--- src/rtl/mac_kbd_host_if.sv ---
// Host-side bundle for the Macintosh keyboard host: command/response
// handshake plus the keyboard clock/data wire view.
interface mac_kbd_host_if;
  logic [7:0] cmd_data;
  logic       cmd_strobe;
  logic       busy;
  logic [7:0] resp_data;
  logic       resp_strobe;
  logic       timeout;
  logic       kbd_clk_i;
  logic       kbd_data_i;
  logic       kbd_data_o;

  modport master (
    output cmd_data, cmd_strobe, kbd_clk_i, kbd_data_i,
    input  busy, resp_data, resp_strobe, timeout, kbd_data_o
  );

  modport slave (
    input  cmd_data, cmd_strobe, kbd_clk_i, kbd_data_i,
    output busy, resp_data, resp_strobe, timeout, kbd_data_o
  );
endinterface

--- src/rtl/mac_kbd_host.sv ---
// Macintosh keyboard host: sends one command byte, receives one response byte.
// Optional kbd clock glitch filter enabled by MAC_KBD_HOST_CLK_FILTER_EN.
module mac_kbd_host #(
  parameter int unsigned TIMEOUT     = 2000000,
  parameter int unsigned BIT_TIMEOUT = 4000,
  parameter int unsigned TURN_HOLD   = 400
) (
  input  logic         clk32,
  input  logic         _reset,
  input  logic         clk8_en_p,
  mac_kbd_host_if.slave bus
);

  typedef enum logic [2:0] {IDLE, REQ, TX, TURN, RX, DONE} state_t;

  state_t      state_q, state_d;
  logic        clk_s1_q, clk_s2_q, dat_s1_q, dat_s2_q;
  logic        kclk, kclk_prev_q, fall, rise;
  logic [7:0]  sh_q, sh_d, resp_q, resp_d;
  logic [2:0]  bit_q, bit_d;
  logic [20:0] tmo_q, tmo_d;
  logic        seen_q, seen_d;
  logic        dout_q, dout_d;
  logic        abort;

  always_ff @(posedge clk32 or negedge _reset) begin
    if (!_reset) begin
      clk_s1_q <= 1'b1;
      clk_s2_q <= 1'b1;
      dat_s1_q <= 1'b1;
      dat_s2_q <= 1'b1;
    end else if (clk8_en_p) begin
      clk_s1_q <= bus.kbd_clk_i;
      clk_s2_q <= clk_s1_q;
      dat_s1_q <= bus.kbd_data_i;
      dat_s2_q <= dat_s1_q;
    end
  end

`ifdef MAC_KBD_HOST_CLK_FILTER_EN
  logic [2:0] hist_q;
  logic       filt_q;

  // New level passes combinationally once it plus three prior samples agree.
  assign kclk = (hist_q == {3{clk_s2_q}}) ? clk_s2_q : filt_q;

  always_ff @(posedge clk32 or negedge _reset) begin
    if (!_reset) begin
      hist_q <= '1;
      filt_q <= 1'b1;
    end else if (clk8_en_p) begin
      hist_q <= {hist_q[1:0], clk_s2_q};
      filt_q <= kclk;
    end
  end
`else
  assign kclk = clk_s2_q;
`endif

  always_ff @(posedge clk32 or negedge _reset) begin
    if (!_reset) kclk_prev_q <= 1'b1;
    else if (clk8_en_p) kclk_prev_q <= kclk;
  end

  assign fall = kclk_prev_q & ~kclk;
  assign rise = ~kclk_prev_q & kclk;

  always_comb begin
    state_d = state_q;
    sh_d    = sh_q;
    resp_d  = resp_q;
    bit_d   = bit_q;
    seen_d  = seen_q;
    dout_d  = dout_q;
    tmo_d   = tmo_q;
    abort   = 1'b0;
    if (clk8_en_p) begin
      tmo_d = (tmo_q == '1) ? tmo_q : tmo_q + 21'd1;
      unique case (state_q)
        IDLE: begin
          dout_d = 1'b1;
          if (bus.cmd_strobe) begin
            sh_d    = bus.cmd_data;
            bit_d   = '0;
            dout_d  = 1'b0;
            state_d = REQ;
          end
        end
        REQ: begin
          if (fall) begin
            dout_d  = sh_q[7];
            sh_d    = {sh_q[6:0], 1'b0};
            state_d = TX;
          end
        end
        TX: begin
          if (fall) begin
            dout_d = sh_q[7];
            sh_d   = {sh_q[6:0], 1'b0};
          end
          if (rise) begin
            bit_d = bit_q + 3'd1;
            if (bit_q == 3'd7) begin
              dout_d  = 1'b0;
              state_d = TURN;
            end
          end
          if (fall || rise) tmo_d = '0;
          else if (tmo_q == 21'(BIT_TIMEOUT - 1)) abort = 1'b1;
        end
        TURN: begin
          if (tmo_q == 21'(TURN_HOLD - 1)) begin
            dout_d  = 1'b1;
            bit_d   = '0;
            seen_d  = 1'b0;
            state_d = RX;
          end
        end
        RX: begin
          if (rise) begin
            sh_d  = {sh_q[6:0], dat_s2_q};
            bit_d = bit_q + 3'd1;
            if (bit_q == 3'd7) begin
              resp_d  = {sh_q[6:0], dat_s2_q};
              state_d = DONE;
            end
          end
          // The first edge gets the long response window, later ones the bit window.
          if (fall || rise) begin
            tmo_d  = '0;
            seen_d = 1'b1;
          end else if (seen_q ? (tmo_q == 21'(BIT_TIMEOUT - 1))
                              : (tmo_q == 21'(TIMEOUT - 1))) begin
            abort = 1'b1;
          end
        end
        DONE:    state_d = IDLE;
        default: state_d = IDLE;
      endcase
      if (abort) begin
        dout_d  = 1'b1;
        state_d = IDLE;
      end
      if (state_d != state_q) tmo_d = '0;
    end
  end

  always_ff @(posedge clk32 or negedge _reset) begin
    if (!_reset) begin
      state_q <= IDLE;
      sh_q    <= '0;
      resp_q  <= '0;
      bit_q   <= '0;
      seen_q  <= 1'b0;
      dout_q  <= 1'b1;
      tmo_q   <= '0;
    end else begin
      state_q <= state_d;
      sh_q    <= sh_d;
      resp_q  <= resp_d;
      bit_q   <= bit_d;
      seen_q  <= seen_d;
      dout_q  <= dout_d;
      tmo_q   <= tmo_d;
    end
  end

  assign bus.busy        = (state_q != IDLE);
  assign bus.resp_data   = resp_q;
  assign bus.resp_strobe = clk8_en_p && (state_q == DONE);
  assign bus.timeout     = abort;
  assign bus.kbd_data_o  = dout_q;

endmodule

--- src/flat_wrapper.sv ---
// flat-port wrapper written by rule: the top's interface ports become plain ports
module mac_kbd_host_flat 
#(
  parameter int unsigned TIMEOUT     = 2000000,
  parameter int unsigned BIT_TIMEOUT = 4000,
  parameter int unsigned TURN_HOLD   = 400
)
  (clk32, _reset, clk8_en_p, bus_cmd_data, bus_cmd_strobe, bus_kbd_clk_i, bus_kbd_data_i, bus_busy, bus_resp_data, bus_resp_strobe, bus_timeout, bus_kbd_data_o);
  mac_kbd_host_if bus_i ();
  input  logic clk32;
  input  logic _reset;
  input  logic clk8_en_p;
  input wire logic [$bits(bus_i.cmd_data)-1:0] bus_cmd_data;
  input wire logic [$bits(bus_i.cmd_strobe)-1:0] bus_cmd_strobe;
  input wire logic [$bits(bus_i.kbd_clk_i)-1:0] bus_kbd_clk_i;
  input wire logic [$bits(bus_i.kbd_data_i)-1:0] bus_kbd_data_i;
  output wire logic [$bits(bus_i.busy)-1:0] bus_busy;
  output wire logic [$bits(bus_i.resp_data)-1:0] bus_resp_data;
  output wire logic [$bits(bus_i.resp_strobe)-1:0] bus_resp_strobe;
  output wire logic [$bits(bus_i.timeout)-1:0] bus_timeout;
  output wire logic [$bits(bus_i.kbd_data_o)-1:0] bus_kbd_data_o;
  assign bus_i.cmd_data = bus_cmd_data;
  assign bus_i.cmd_strobe = bus_cmd_strobe;
  assign bus_i.kbd_clk_i = bus_kbd_clk_i;
  assign bus_i.kbd_data_i = bus_kbd_data_i;
  assign bus_busy = bus_i.busy;
  assign bus_resp_data = bus_i.resp_data;
  assign bus_resp_strobe = bus_i.resp_strobe;
  assign bus_timeout = bus_i.timeout;
  assign bus_kbd_data_o = bus_i.kbd_data_o;
  mac_kbd_host #(.TIMEOUT(TIMEOUT), .BIT_TIMEOUT(BIT_TIMEOUT), .TURN_HOLD(TURN_HOLD)) u_core (.clk32(clk32), ._reset(_reset), .clk8_en_p(clk8_en_p), .bus(bus_i));
endmodule
--- config.mk ---
export PLATFORM = sky130hd
export DESIGN_NAME = mac_kbd_host_flat
export DESIGN_NICKNAME = d
export VERILOG_FILES = /design/src/rtl/mac_kbd_host_if.sv /design/src/rtl/mac_kbd_host.sv /design/src/flat_wrapper.sv
export SDC_FILE = /design/constraint.sdc
export NUM_CORES = 1
export LEC_CHECK = 0
export CAP_MARGIN = 20
export CORE_MARGIN = 2
export CORE_UTILIZATION = 40
export CTS_BUF_LIST = sky130_fd_sc_hd__clkbuf_8
export CTS_CLUSTER_SIZE = 20
export DETAILED_ROUTE_END_ITERATION = 6
export HOLD_SLACK_MARGIN = 0.02
export SLEW_MARGIN = 30
export SYNTH_ARGS = -nofsm -noshare
export SYNTH_HDL_FRONTEND = slang
export SYNTH_SLANG_ARGS = --single-unit
--- constraint.sdc ---
create_clock -name clk32 -period 3.8 [get_ports clk32]
set_input_delay 0.76 -clock clk32 [delete_from_list [all_inputs] [get_ports clk32]]
set_output_delay 0.76 -clock clk32 [all_outputs]
set_load 0.01 [all_outputs]
==> flow_metrics.env <==
export IMPL_status="finished, final reports clean"
export IMPL_slew_violations=0
export IMPL_grt_setup_unrepaired="no"
export IMPL_antenna_found_initial=0
export IMPL_ctsHoldBuffers=0
export IMPL_syn_area_sq_mm=0.00299
export IMPL_grt_max_degree=42
export IMPL_gr_total_overflow=0
export IMPL_numClockSinks=50
export IMPL_timing_setup_tns_ns=0
export IMPL_avgSynthCellArea_sq_um=9.30
export IMPL_cp_arrival_ns=2.83
export IMPL_power_total_mw=1.92
export IMPL_clk_pin_slew_ns=0.10
export IMPL_drive_gt1_share_pct=15.0
export IMPL_diodes=0
export IMPL_grt_pass1_wl_mm=11.6
export IMPL_hold_viol=0
export IMPL_finish_instance_area_sq_mm=0.00344
export IMPL_die_h_microns=90.4
export IMPL_ys_types=57
export IMPL_dieArea_sq_mm=0.00817
export IMPL_gpl_final_weighted_congestion=0.853
export IMPL_synthCells=321
export IMPL_fmax_mhz=278
export IMPL_finClkSkew_ns=0.00592
export IMPL_cp_slowest_stage_delay_ns=0.57
export IMPL_drt_iter0_drc=109
export IMPL_mostFrequentLayoutCells="44 x dfrtp_1, 29 x nand2_1, 23 x o21ai_0, 22 x clkdlybuf4s50_1"
export IMPL_routedWlPerCell_microns=14.9
export IMPL_worstPathRequired_ns=3.04
export IMPL_fin_crit_sh_pct=94.5
export IMPL_timing_critical_path_mode_cell="or4_4"
export IMPL_drt_pass1_iter_count=4
export IMPL_start_util_pct=41.2
export IMPL_synth_seq_cells=50
export IMPL_synth_edf_count=0
export IMPL_portBuffers=25
export IMPL_worst_slack_ns=0.208
export IMPL_tightest_slew_ns=0.781
export IMPL_clk_path_buf_depth=2
export IMPL_peakVddDrop_mv=0.211
export IMPL_synth_top_area_share_pct=36.9
export IMPL_hpwlAfterDp_mm=4.77
export IMPL_cts_tree="yes"
export IMPL_yosysTopAreaCell="dfrtp_1"
export IMPL_syn_to_final_growth_pct=15.2
export IMPL_synthArstFlopShare_pct=100
export IMPL_avgViaCountPerCell=5.53
export IMPL_synthFlopType="dfrtp_1"
export IMPL_rows=31
export IMPL_cts_buffers=5
export IMPL_nNetsFinal=365
export IMPL_vias=2468
export IMPL_drt_total_wl_mm=6.63
export IMPL_drc=0
export IMPL_place_area_sq_mm=0.00333
export IMPL_setup_viol=0
export IMPL_final_core_util_pct=47.5
export IMPL_cp_start_kind="flop"
export IMPL_timing_hold_ws_ns=0.387
export IMPL_place_inst=436
export IMPL_cap_violations=0
export IMPL_num_io_pins=26
export IMPL_drtAntennaViolNets=0
export IMPL_synth_area_top_cells="dfrtp_1 37%, dfstp_2 5.3%, mux2_2 4.9%"
export IMPL_criticalPathCategory="flop to output pin"
export IMPL_crit_slowest_cell="or4_4"
export IMPL_synth_warnings=0
export IMPL_grt_pass1_vias=2343
export IMPL_hold_path_class="primary input to async pin"
export IMPL_ys_seq_area_share_pct=42.1
export IMPL_regArea_sq_mm=0.00126
export IMPL_layout_commonest_cell="dfrtp_1"
export IMPL_layout_filler_cells=717
export IMPL_pre_cts_ws_ns=0.211
export IMPL_fp_coreArea_sq_mm=0.00725
export IMPL_clk_latency_ns=0.31
export IMPL_crit_path_cell_trace="or4_4, or4_4, or3b_4, o22ai_2, and2_1, dlygate4sd2_1"
export IMPL_powerDensity_mw_per_mm2=559
export IMPL_slew_headroom_pct=47.7
export IMPL_finalCriticalPeriod_ns=3.59
export IMPL_cts_root_buffer="clkbuf_8"
export IMPL_grt_usage_pct=17.2
export IMPL_crit_fanout=4
export IMPL_multiInputGateArea_sq_mm=0.00158
export IMPL_leakage_nw=1.42
export IMPL_end_kind="output pin"
export IMPL_cts_htree_levels=2
export IMPL_synthesis_nets=340
export IMPL_fin_cells=446
export IMPL_die_x_microns=90.4
-- where the power goes --
part	internal [mW]	total, mW	switching, mW
clock network	0.138	0.341	0.202
registers	0.672	0.830	0.158
logic	0.326	0.754	0.428
-- registers in the layout, summed over array words and instances (netlist names), 3 cells and up --
signal	flops
u_core.bus.resp_data	8
u_core.state_q	3
u_core.bit_q	3
u_core.tmo_q	21
u_core.sh_q	8
-- critical path, delay by kind of cell (launching register included) --
kind | cells | cell delay, ns
compound gates | 1 | 0.20
buf+inv | 1 | 0.26
flops | 1 | 0.40
simple gates | 4 | 1.66
-- Yosys cell counts (5+ instances only) --
master,number
nand2b_1,5
o31ai_1,5
nand3_1,20
o22ai_1,5
nand4_1,10
nand2_1,29
mux2i_1,13
a21oi_1,12
o21ai_0,23
ha_1,5
nor2b_1,11
and3_1,5
dfrtp_1,44
nor3_1,6
a31oi_1,6
inv_1,20
dfstp_2,6
mux2_2,13
nor2_1,13
clkbuf_1,13
-- final timing paths --
kind                                        from                  to  slack, ns  cells past startpoint
worst max register to register  u_core.tmo_q[13]     u_core.tmo_q[7]       1.01                      7
worst max-delay path            u_core.tmo_q[13]         bus_timeout       0.21                      6
min in group clk32                u_core.sh_q[7]      u_core.sh_q[7]       0.49                      2
worst min register to register    u_core.sh_q[7]      u_core.sh_q[7]       0.49                      2
worst min-delay path                      _reset     u_core.tmo_q[0]       0.39                      1
max in group asynchronous                 _reset  u_core.kclk_prev_q       2.75                      2
-- routing by layer --
layer	track usage [%]	vias to the layer above	routed length, microns
met5	0	-	0
met4	4.10	0	53
met3	2.92	4	212
met2	25.7	40	3030
met1	26.0	1188	3340
li1	-	1236	-
-- kinds of logic after synthesis --
group	after synthesis	share of synthesized area, %
AND/OR/NAND/NOR	125	23.4
flip-flops	50	42.1
adder cells (fa/ha/maj)	5	2.09
buffers and inverters	36	5.07
multiplexers	26	9.26
AO/OA/AOI/OAI	79	18.1
-- repair_timing --
action / CTS / global route
endpoints found under the setup margin: 1 / 0
setup buffers: 2 / 0
resized for setup: 1 / 0
-- area by class of cell --
type | count | area share, %
Clock buffer | 5 | 2.00
Multi-Input combinational cell | 235 | 45.9
Sequential cell | 50 | 36.6
Inverter | 20 | 2.18
Timing Repair Buffer | 34 | 8.91
Clock inverter | 3 | 0.836
Tap cell | 99 | 3.60
Note: power is estimated with default switching activity, not from simulation.
